File: src/rtl/pipe_pkg.sv
// Shared definitions for pipeline stage registers: the stage occupancy
// encoding and the NOP payload every stage instance agrees on.
package pipe_pkg;

    typedef enum logic [1:0] {
        ST_EMPTY = 2'd0,
        ST_ONE   = 2'd1,
        ST_TWO   = 2'd2
    } stage_state_t;

    localparam int          MAX_DATA_W     = 64;
    localparam logic [63:0] DEFAULT_BUBBLE = 64'h0;

endpackage

File: src/rtl/pipe_sat_counter.sv
// Saturating up-counter used for the per-stage performance counters.
module pipe_sat_counter #(
    parameter int CNT_W = 16
) (
    input  logic             clk,
    input  logic             reset,
    input  logic             inc,
    output logic [CNT_W-1:0] value
);

    // Count up on inc, stick at all-ones, clear only on reset.
    always_ff @(posedge clk) begin
        if (reset) begin
            value <= '0;
        end else if (inc && (value != {CNT_W{1'b1}})) begin
            value <= value + 1'b1;
        end
    end

endmodule

File: src/rtl/pipe_skid_stage.sv
// Pipeline stage register with a 2-entry skid buffer, bubble-inserting
// flush, global freeze and saturating stall/flush counters.
module pipe_skid_stage
    import pipe_pkg::*;
#(
    parameter int                DATA_W     = 64,
    parameter logic [DATA_W-1:0] BUBBLE_VAL = DATA_W'(DEFAULT_BUBBLE),
    parameter int                CNT_W      = 16
) (
    input  logic              clk,
    input  logic              reset,
    input  logic              in_valid,
    output logic              in_ready,
    input  logic [DATA_W-1:0] in_data,
    output logic              out_valid,
    input  logic              out_ready,
    output logic [DATA_W-1:0] out_data,
    input  logic              flush,
    input  logic              freeze,
    output logic [CNT_W-1:0]  stall_cnt,
    output logic [CNT_W-1:0]  flush_cnt
);

    stage_state_t      state, state_nxt;
    logic [DATA_W-1:0] main_data, main_nxt;
    logic [DATA_W-1:0] skid_data, skid_nxt;
    logic              main_valid;
    logic              accept;
    logic              drain;
    logic              stall_inc;
    logic              flush_inc;

    // Handshake decode depends only on registered state and freeze.
    always_comb begin
        main_valid = (state != ST_EMPTY);
        in_ready   = (state != ST_TWO) && !freeze;
        out_valid  = main_valid && !freeze;
        out_data   = main_valid ? main_data : BUBBLE_VAL;
        accept     = in_valid && in_ready;
        drain      = out_valid && out_ready;
        stall_inc  = in_valid && !in_ready;
        flush_inc  = flush && ((state == ST_TWO) ||
                               ((state == ST_ONE) && !drain) ||
                               accept);
    end

    // Next-state and storage update; flush beats freeze beats normal flow.
    always_comb begin
        state_nxt = state;
        main_nxt  = main_data;
        skid_nxt  = skid_data;
        if (flush) begin
            state_nxt = ST_EMPTY;
            main_nxt  = BUBBLE_VAL;
            skid_nxt  = BUBBLE_VAL;
        end else if (!freeze) begin
            case (state)
                ST_EMPTY: begin
                    if (accept) begin
                        state_nxt = ST_ONE;
                        main_nxt  = in_data;
                    end
                end
                ST_ONE: begin
                    if (accept && drain) begin
                        main_nxt = in_data;
                    end else if (accept) begin
                        state_nxt = ST_TWO;
                        skid_nxt  = in_data;
                    end else if (drain) begin
                        state_nxt = ST_EMPTY;
                        main_nxt  = BUBBLE_VAL;
                    end
                end
                ST_TWO: begin
                    if (drain) begin
                        state_nxt = ST_ONE;
                        main_nxt  = skid_data;
                    end
                end
                default: begin
                    state_nxt = ST_EMPTY;
                    main_nxt  = BUBBLE_VAL;
                    skid_nxt  = BUBBLE_VAL;
                end
            endcase
        end
    end

    // State and payload registers.
    always_ff @(posedge clk) begin
        if (reset) begin
            state     <= ST_EMPTY;
            main_data <= BUBBLE_VAL;
            skid_data <= BUBBLE_VAL;
        end else begin
            state     <= state_nxt;
            main_data <= main_nxt;
            skid_data <= skid_nxt;
        end
    end

    pipe_sat_counter #(.CNT_W(CNT_W)) u_stall_cnt (
        .clk   (clk),
        .reset (reset),
        .inc   (stall_inc),
        .value (stall_cnt)
    );

    pipe_sat_counter #(.CNT_W(CNT_W)) u_flush_cnt (
        .clk   (clk),
        .reset (reset),
        .inc   (flush_inc),
        .value (flush_cnt)
    );

endmodule

File: config.mk
export PLATFORM = sky130hd
export DESIGN_NAME = pipe_skid_stage
export DESIGN_NICKNAME = d
export VERILOG_FILES = /design/src/rtl/pipe_pkg.sv /design/src/rtl/pipe_sat_counter.sv /design/src/rtl/pipe_skid_stage.sv
export SDC_FILE = /design/constraint.sdc
export NUM_CORES = 1
export LEC_CHECK = 0
export CORE_MARGIN = 3
export CORE_UTILIZATION = 30
export DETAILED_ROUTE_END_ITERATION = 8
export PLACE_DENSITY = 0.6
export RECOVER_POWER = 25
export SLEW_MARGIN = 20
export SYNTH_ARGS = -nofsm -noshare
export SYNTH_HDL_FRONTEND = slang
export SYNTH_HIERARCHICAL = 1
export SYNTH_SLANG_ARGS = --single-unit
File: constraint.sdc
create_clock -name clk -period 2.4 [get_ports clk]
set_input_delay 0.24 -clock clk [delete_from_list [all_inputs] [get_ports clk]]
set_output_delay 0.24 -clock clk [all_outputs]
set_load 0.05 [all_outputs]
# --- Word-level counts from Yosys, hierarchy flattened ---
# Index checks and enable logic that the tools add are counted.
totals:
  ff_bits: 162
  latch_bits: 0
  ramBits: 0
  rom_bits: 0
  in_bits: 70
  output_inout_bits: 98
  elab_cells: 58
  n_memories: 0
classes:
  addsub: 2
  mul: 0
  div_mod_pow: 0
  n_lt_le_gt_ge: 0
  eq_ne: 12
  shift: 0
  mux: 15
  bitwise_logic: 2
  reduce_logical: 22
ops:
  columns: ["cell", "n"]
  rows:
  - ["64-bit two-way mux", 7]
  - ["64-bit one-hot mux with 3 select lines", 1]
  - ["64-bit one-hot mux with 2 select lines", 1]
  - ["16-bit by 1-bit adder with 16-bit output (second input constant)", 2]
  - ["16-bit inequality test (second input constant)", 2]
  - ["1-bit logical AND", 10]
  - ["2-bit two-way mux", 5]
  - ["2-bit inequality test (second input constant)", 5]
  - ["5-bit AND reduction", 2]
  - ["3-bit by 2-bit inequality test with 1-bit output (second input constant)", 2]
  - ["2-bit one-hot mux with 3 select lines", 1]
  - ["4-bit AND reduction", 1]
  - ["2-bit OR reduction", 2]
  - ["1-bit logical NOT", 3]
  - ["3-bit inequality test (second input constant)", 1]
  - ["2-bit by 1-bit == test with 1-bit output (second input constant)", 1]
  - ["2-bit == test (second input constant)", 1]
  - ["2-bit logical NOT", 1]
  - ["1-bit logical OR", 2]
  - ["1-bit inverter", 2]
  - ["2-bit nonzero test", 1]

# --- Logic depth before layout (Yosys ltp) ---
logic_depth:
  word_depth: 9
  ltp_mapped: 9
  ltp_nobuf: 8

# --- Hierarchy ---
# The synthesis kept the hierarchy.
by_module_without_submodules:
  columns: ["module", "instances", "cells_per_inst", "area_per_inst_um2", "seq_area_each_um2"]
  rows:
  - ["pipe_skid_stage", 1, 833, 6676.4, 2602.5]
  - ["pipe_sat_counter", 2, 99, 848.3, 320.3]

# --- Worst setup path before layout ---
# Ideal clock, no wire load.
synth_timing:
  path_kind: "reg2reg"
  from: "reg state[0]"
  to: "reg u_stall_cnt.value[8]"
  setup_ns: 0.125
  t_arrival_ns: 2.255
  required_ns: 2.275
  path_slack_ns: 0.020
  stages_incl_launch_ff: 10
  n_path_buf: 2
  synth_period_minus_slack_ns: 2.380
  cell_sequence: "dfxtp_1 buf_2 buf_4 nor2_1 nor2_1 nor2b_1 and4_1 o311ai_0 xnor2_1 nor2b_1"
synth_between:
  elab_chain_cells: 5
synth_lines:
  columns: ["item", "line", "rtl"]
  rows:
  - ["start, declared", "pipe_skid_stage.sv:24", "stage_state_t state, state_nxt;"]
  - ["start signal, assigned", "pipe_skid_stage.sv:97", "state <= state_nxt;"]
  - ["2-bit inequality test", "pipe_skid_stage.sv:36", "in_ready = (state != ST_TWO) && !freeze;"]
  - ["1-bit logical AND", "pipe_skid_stage.sv:36", null]
  - ["net in_ready", "pipe_skid_stage.sv:13", "output logic in_ready,"]
  - ["1-bit logical NOT", "pipe_skid_stage.sv:41", "stall_inc = in_valid && !in_ready;"]
  - ["1-bit logical AND", "pipe_skid_stage.sv:41", null]
  - ["net stall_inc", "pipe_skid_stage.sv:30", "logic stall_inc;"]
  - ["1-bit logical AND", "pipe_sat_counter.sv:15", "end else if (inc && (value != {CNT_W{1'b1}})) begin"]
  - ["end signal, assigned", "pipe_sat_counter.sv:16", "value <= value + 1'b1;"]
  - ["end, declared", "pipe_sat_counter.sv:8", "output logic [CNT_W-1:0] value"]
# The timed path passes the listed nets, and every way through them passes these cells.
# A chain may end at the register's enable or synchronous reset.

# --- Worst setup path in the final report ---
layout_timing:
  from: "reg state[0]"
  to: "reg skid_data[52]"
layout_between:
  elab_chain_cells: 6
  elab_cells_between_ends: 16
  cone_classes: "5 x eq/ne; 1 x mux; 1 x bitwise; 9 x reduce/logical"
layout_lines:
  columns: ["item", "line", "rtl"]
  rows:
  - ["2-bit inequality test / 2-bit nonzero test (equally long branches)", "pipe_skid_stage.sv:36, pipe_skid_stage.sv:35", null]
  - ["1-bit logical AND (on tied branches)", "pipe_skid_stage.sv:36, pipe_skid_stage.sv:37", null]
  - ["1-bit logical AND (on tied branches)", "pipe_skid_stage.sv:39, pipe_skid_stage.sv:40", null]
  - ["1-bit logical AND", "pipe_skid_stage.sv:65", "if (accept && drain) begin"]
  - ["2-bit inequality test (no source line)", null, null]
  - ["4-bit AND reduction (no source line)", null, null]
  - ["end signal, assigned", "pipe_skid_stage.sv:99", "skid_data <= skid_nxt;"]
  - ["end, declared", "pipe_skid_stage.sv:26", "logic [DATA_W-1:0] skid_data, skid_nxt;"]
# Parallel ways exist; a longest one is shown, timed or not.

==> metrics.md <==
| Metric | Value |
|---|---|
| Run status | `finished, final reports clean` |
| Internal | `4.77 mW` |
| Sink Count | `roughly 160` |
| Final Hold Viols | `0` |
| Worst-path clk slew | `~0.070 ns` |
| Startpoint types | `flip-flop` |
| Syn_nets | `approximately 1100` |
| Pwr Density | `between 500 and 600 mW/mm²` |
| Switching Share | `between 20 and 25%` |
| Via/cell ratio | `around 5.3` |
| Num rows | `60` |
| Worst Hold Class | `in2reg` |
| Clock root buffer | `clkbuf_16` |
| Dpl cells | `roughly 1500` |
| Drt wl/cell | `roughly 17 µm` |
| Layout cells sized above 1 | `between 10% and 20%` |
| Die area | `approximately 0.030 mm²` |
| Hold wc startpoint | `out_ready` |
| GRT Total Usage | `roughly 17%` |
| GRT overflow | `0` |
| Clk network pwr share | `~46%` |
| Critical path arrival | `about 2.4 ns` |
| CTS tree | `built` |
| Synth async-reset ratio | `0%` |
| Post-Synthesis Cells | `1031` |
| RSZ-0062 raised after global routing | `false` |
| Synth Cell Area | `0.00837 mm²` |
| DP HPWL | `16400 µm` |
| Post-cts sizing count | `0` |
| Syn Area/Cell | `~8 µm²` |
| Top-count cell post-synth | `dfxtp_1` |
| Core Region | `~0.027 mm²` |
| Slew Viols, Final | `0` |
| Comb power frac | `between 10% and 20%` |
| Max-cap violation count | `0` |
| Peak supply drop | `slightly below 0.4 mV` |
| Post-synthesis sequential area ratio | `38.7%` |
| Antenna Nets Post-Route | `0` |
| Non-Filler Instances | `approximately 1500` |
| Number of hold buffers added after CTS | `0` |
| Initial drt markers | `553` |
| Routability congestion estimate | `between 0.8 and 0.9` |
| Most frequent cells after synthesis | `dfxtp_1 (162), nand2_1 (140), a21oi_1 (87)` |
| Multiplexer share of the synthesized area | `between 8 and 9%` |
| Crit-path max FO | `22` |
| First-pass GRT wire length | `between 40000 and 50000 µm` |
| DRC Markers | `0` |
| F_max | `0.484 GHz` |
| Crit path kind | `reg2reg` |
| Xor/xnor cell area share of the yosys netlist | `0.523%` |
| Top cells by area, synth | `dfxtp_1 (39%), mux2i_1 (8.1%), a32oi_1 (6.7%)` |
| Buffers inserted by post-CTS timing repair | `0` |
| Sequential share of power | `between 40% and 50%` |
| Worst relative slew slack | `a little under half` |
| Worst setup EP type | `flip-flop` |
| LEAKAGE | `3.45 nW` |
| Worst-Skew Late Latency | `about 0.42 ns` |
| Vias in the first global route | `~7700` |
| Share of the synthesized area in the top cell type | `approximately two fifths` |
| Area leader, netlist | `dfxtp_1` |
| Reg2reg start | `state[0]$_SDFFE_PP0P_` |
| Warnings from Yosys | `6` |
| Endpoints failing setup | `0` |
| Largest family of logic cells by synthesized area | `simple AND/OR/NAND/NOR gates` |
| Drt total wl | `about 27000 µm` |
| Req. time, crit path | `around 2.8 ns` |
| Complex-gate fraction of the synthesized area | `around a fifth` |
| Switch Pwr | `between 1.5 and 2 mW` |
| Minimum clock period | `between 2 and 2.5 ns` |
| Critical Path Start | `state[0]$_SDFFE_PP0P_` |
| Setup TNS | `0 ns` |
| Layout Nets | `between 1000 and 1500` |
| DRT Pass-1 Iters | `5` |
| Yosys cell types | `47` |
| Synth Flop Type | `dfxtp_1` |
| IO Count | `168` |
| Die Wd | `roughly 170 µm` |
| Post-synthesis simple-gate area fraction | `25.7%` |
| Slew @ Worst Pin | `~0.82 ns` |
| CTS Buf Count | `17` |
| CTS H-tree depth | `4` |
| Die H | `approximately 170 µm` |
| Final Skew | `about 0.011 ns` |
| Power Total | `6.32 mW` |
| Via count | `between 8000 and 9000` |
| Initial Utilization | `30.8%` |
| Initial antenna violation count | `5` |
| Post-Synth Adder-Cell Area | `0.299%` |
| Largest net degree at the start of global routing | `66` |
| Synthesized flop and latch total | `162` |
| Final period util | `a little under nine tenths` |
| Number of flops mapped to enable cells by yosys | `0` |
| Synth-to-layout area growth | `29.4%` |
| Port Buffers | `~170` |
| Clock Path Buffers | `2` |
-- layer usage --
metal	track usage, %	vias up	wire (µm)
met3	4.90	29	1780
met4	4.70	8	296
li1	-	3991	-
met1	22.7	3899	12200
met2	28.1	252	12600
met5	0	-	55
-- worst paths after layout --
check | cells after the start | end | slack, ns
max reg2reg | 6 | skid_data[52]$_SDFFE_PP0P_ | 0.33
min reg2reg | 2 | skid_data[38]$_SDFFE_PP0P_ | 0.45
max | 6 | skid_data[52]$_SDFFE_PP0P_ | 0.33
min | 4 | state[1]$_SDFFE_PP0P_ | 0.13
-- layout make-up --
type,instances,area (µm²)
well taps,372,465
diodes,2,5.00
fillers,2803,16300
inverters,9,33.8
clock buffers,19,443
clock inverters,12,181
flip-flops and latches,162,3250
repair buffers,206,1880
multi-input cells,758,4580
-- power groups by stage --
stage          Combinational, mW  Sequential, mW  Clock [mW]
6_report                   0.650            2.74        2.93
5_1_grt                    0.705            2.74        3.14
4_1_cts                    0.653            2.73        3.02
3_5_place_dp               0.649            2.80           0
3_3_place_gp               0.646            2.80           0
2_1_floorplan              0.360            2.80           0
-- registers in the layout, summed over array words and instances, names as in the netlist --
| name | flops |
|---|---|
| main_data | 64 |
| skid_data | 64 |
| u_flush_cnt/value | 16 |
| u_stall_cnt/value | 16 |
| state | 2 |
-- logic make-up after synthesis --
kind of cell | after synthesis
AND/OR/NAND/NOR | 432
AO/OA/AOI/OAI | 249
flip-flops | 162
buffers and inverters | 111
multiplexers | 70
XOR/XNOR | 5
adder cells (fa/ha/maj) | 2
-- cells in the final DEF, fill, tap and decap left out, drive strengths merged, types with 2 or more instances in the layout --
master,count
nor2,82
nor3,9
and3,2
nor4bb,2
dfxtp,162
clkdlybuf4s50,96
mux2i,68
a21oi,87
o22ai,64
clkinv,5
ha,2
clkbuf,29
bufinv,4
nand3,76
o41ai,2
o21a,3
or4,14
nor2b,71
nand4,8
nor4,6
and4,6
mux2,2
nand3b,3
nand2,142
or3,6
diode,2
o21ai,13
dlygate4sd3,4
o311ai,2
buf,96
a32oi,64
inv,11
xnor2,4
o31ai,12
-- through the flow --
step | area, µm² | util, % | setup WS [ns] | hold WS (ns)
after global placement | 10300 | 37.8 | 0.129 | 0.437
after global routing | 10800 | 39.9 | 0.176 | 0.168
after CTS | 10900 | 40.1 | 0.306 | 0.113
after detailed placement | 10300 | 37.8 | 0.0848 | 0.443
after floorplan | 8370 | - | 0.0202 | 0.392
final | 10800 | 39.9 | 0.333 | 0.135
-- worst max-delay path, cell delays in order, from the launching register on --
cell,delay [ns]
dfxtp_2,0.49
clkbuf_2,0.48
and2b_1,0.26
o21a_2,0.19
buf_4,0.28
nand3_1,0.12
a21oi_1,0.17
Note: power is estimated with default switching activity, not from simulation.
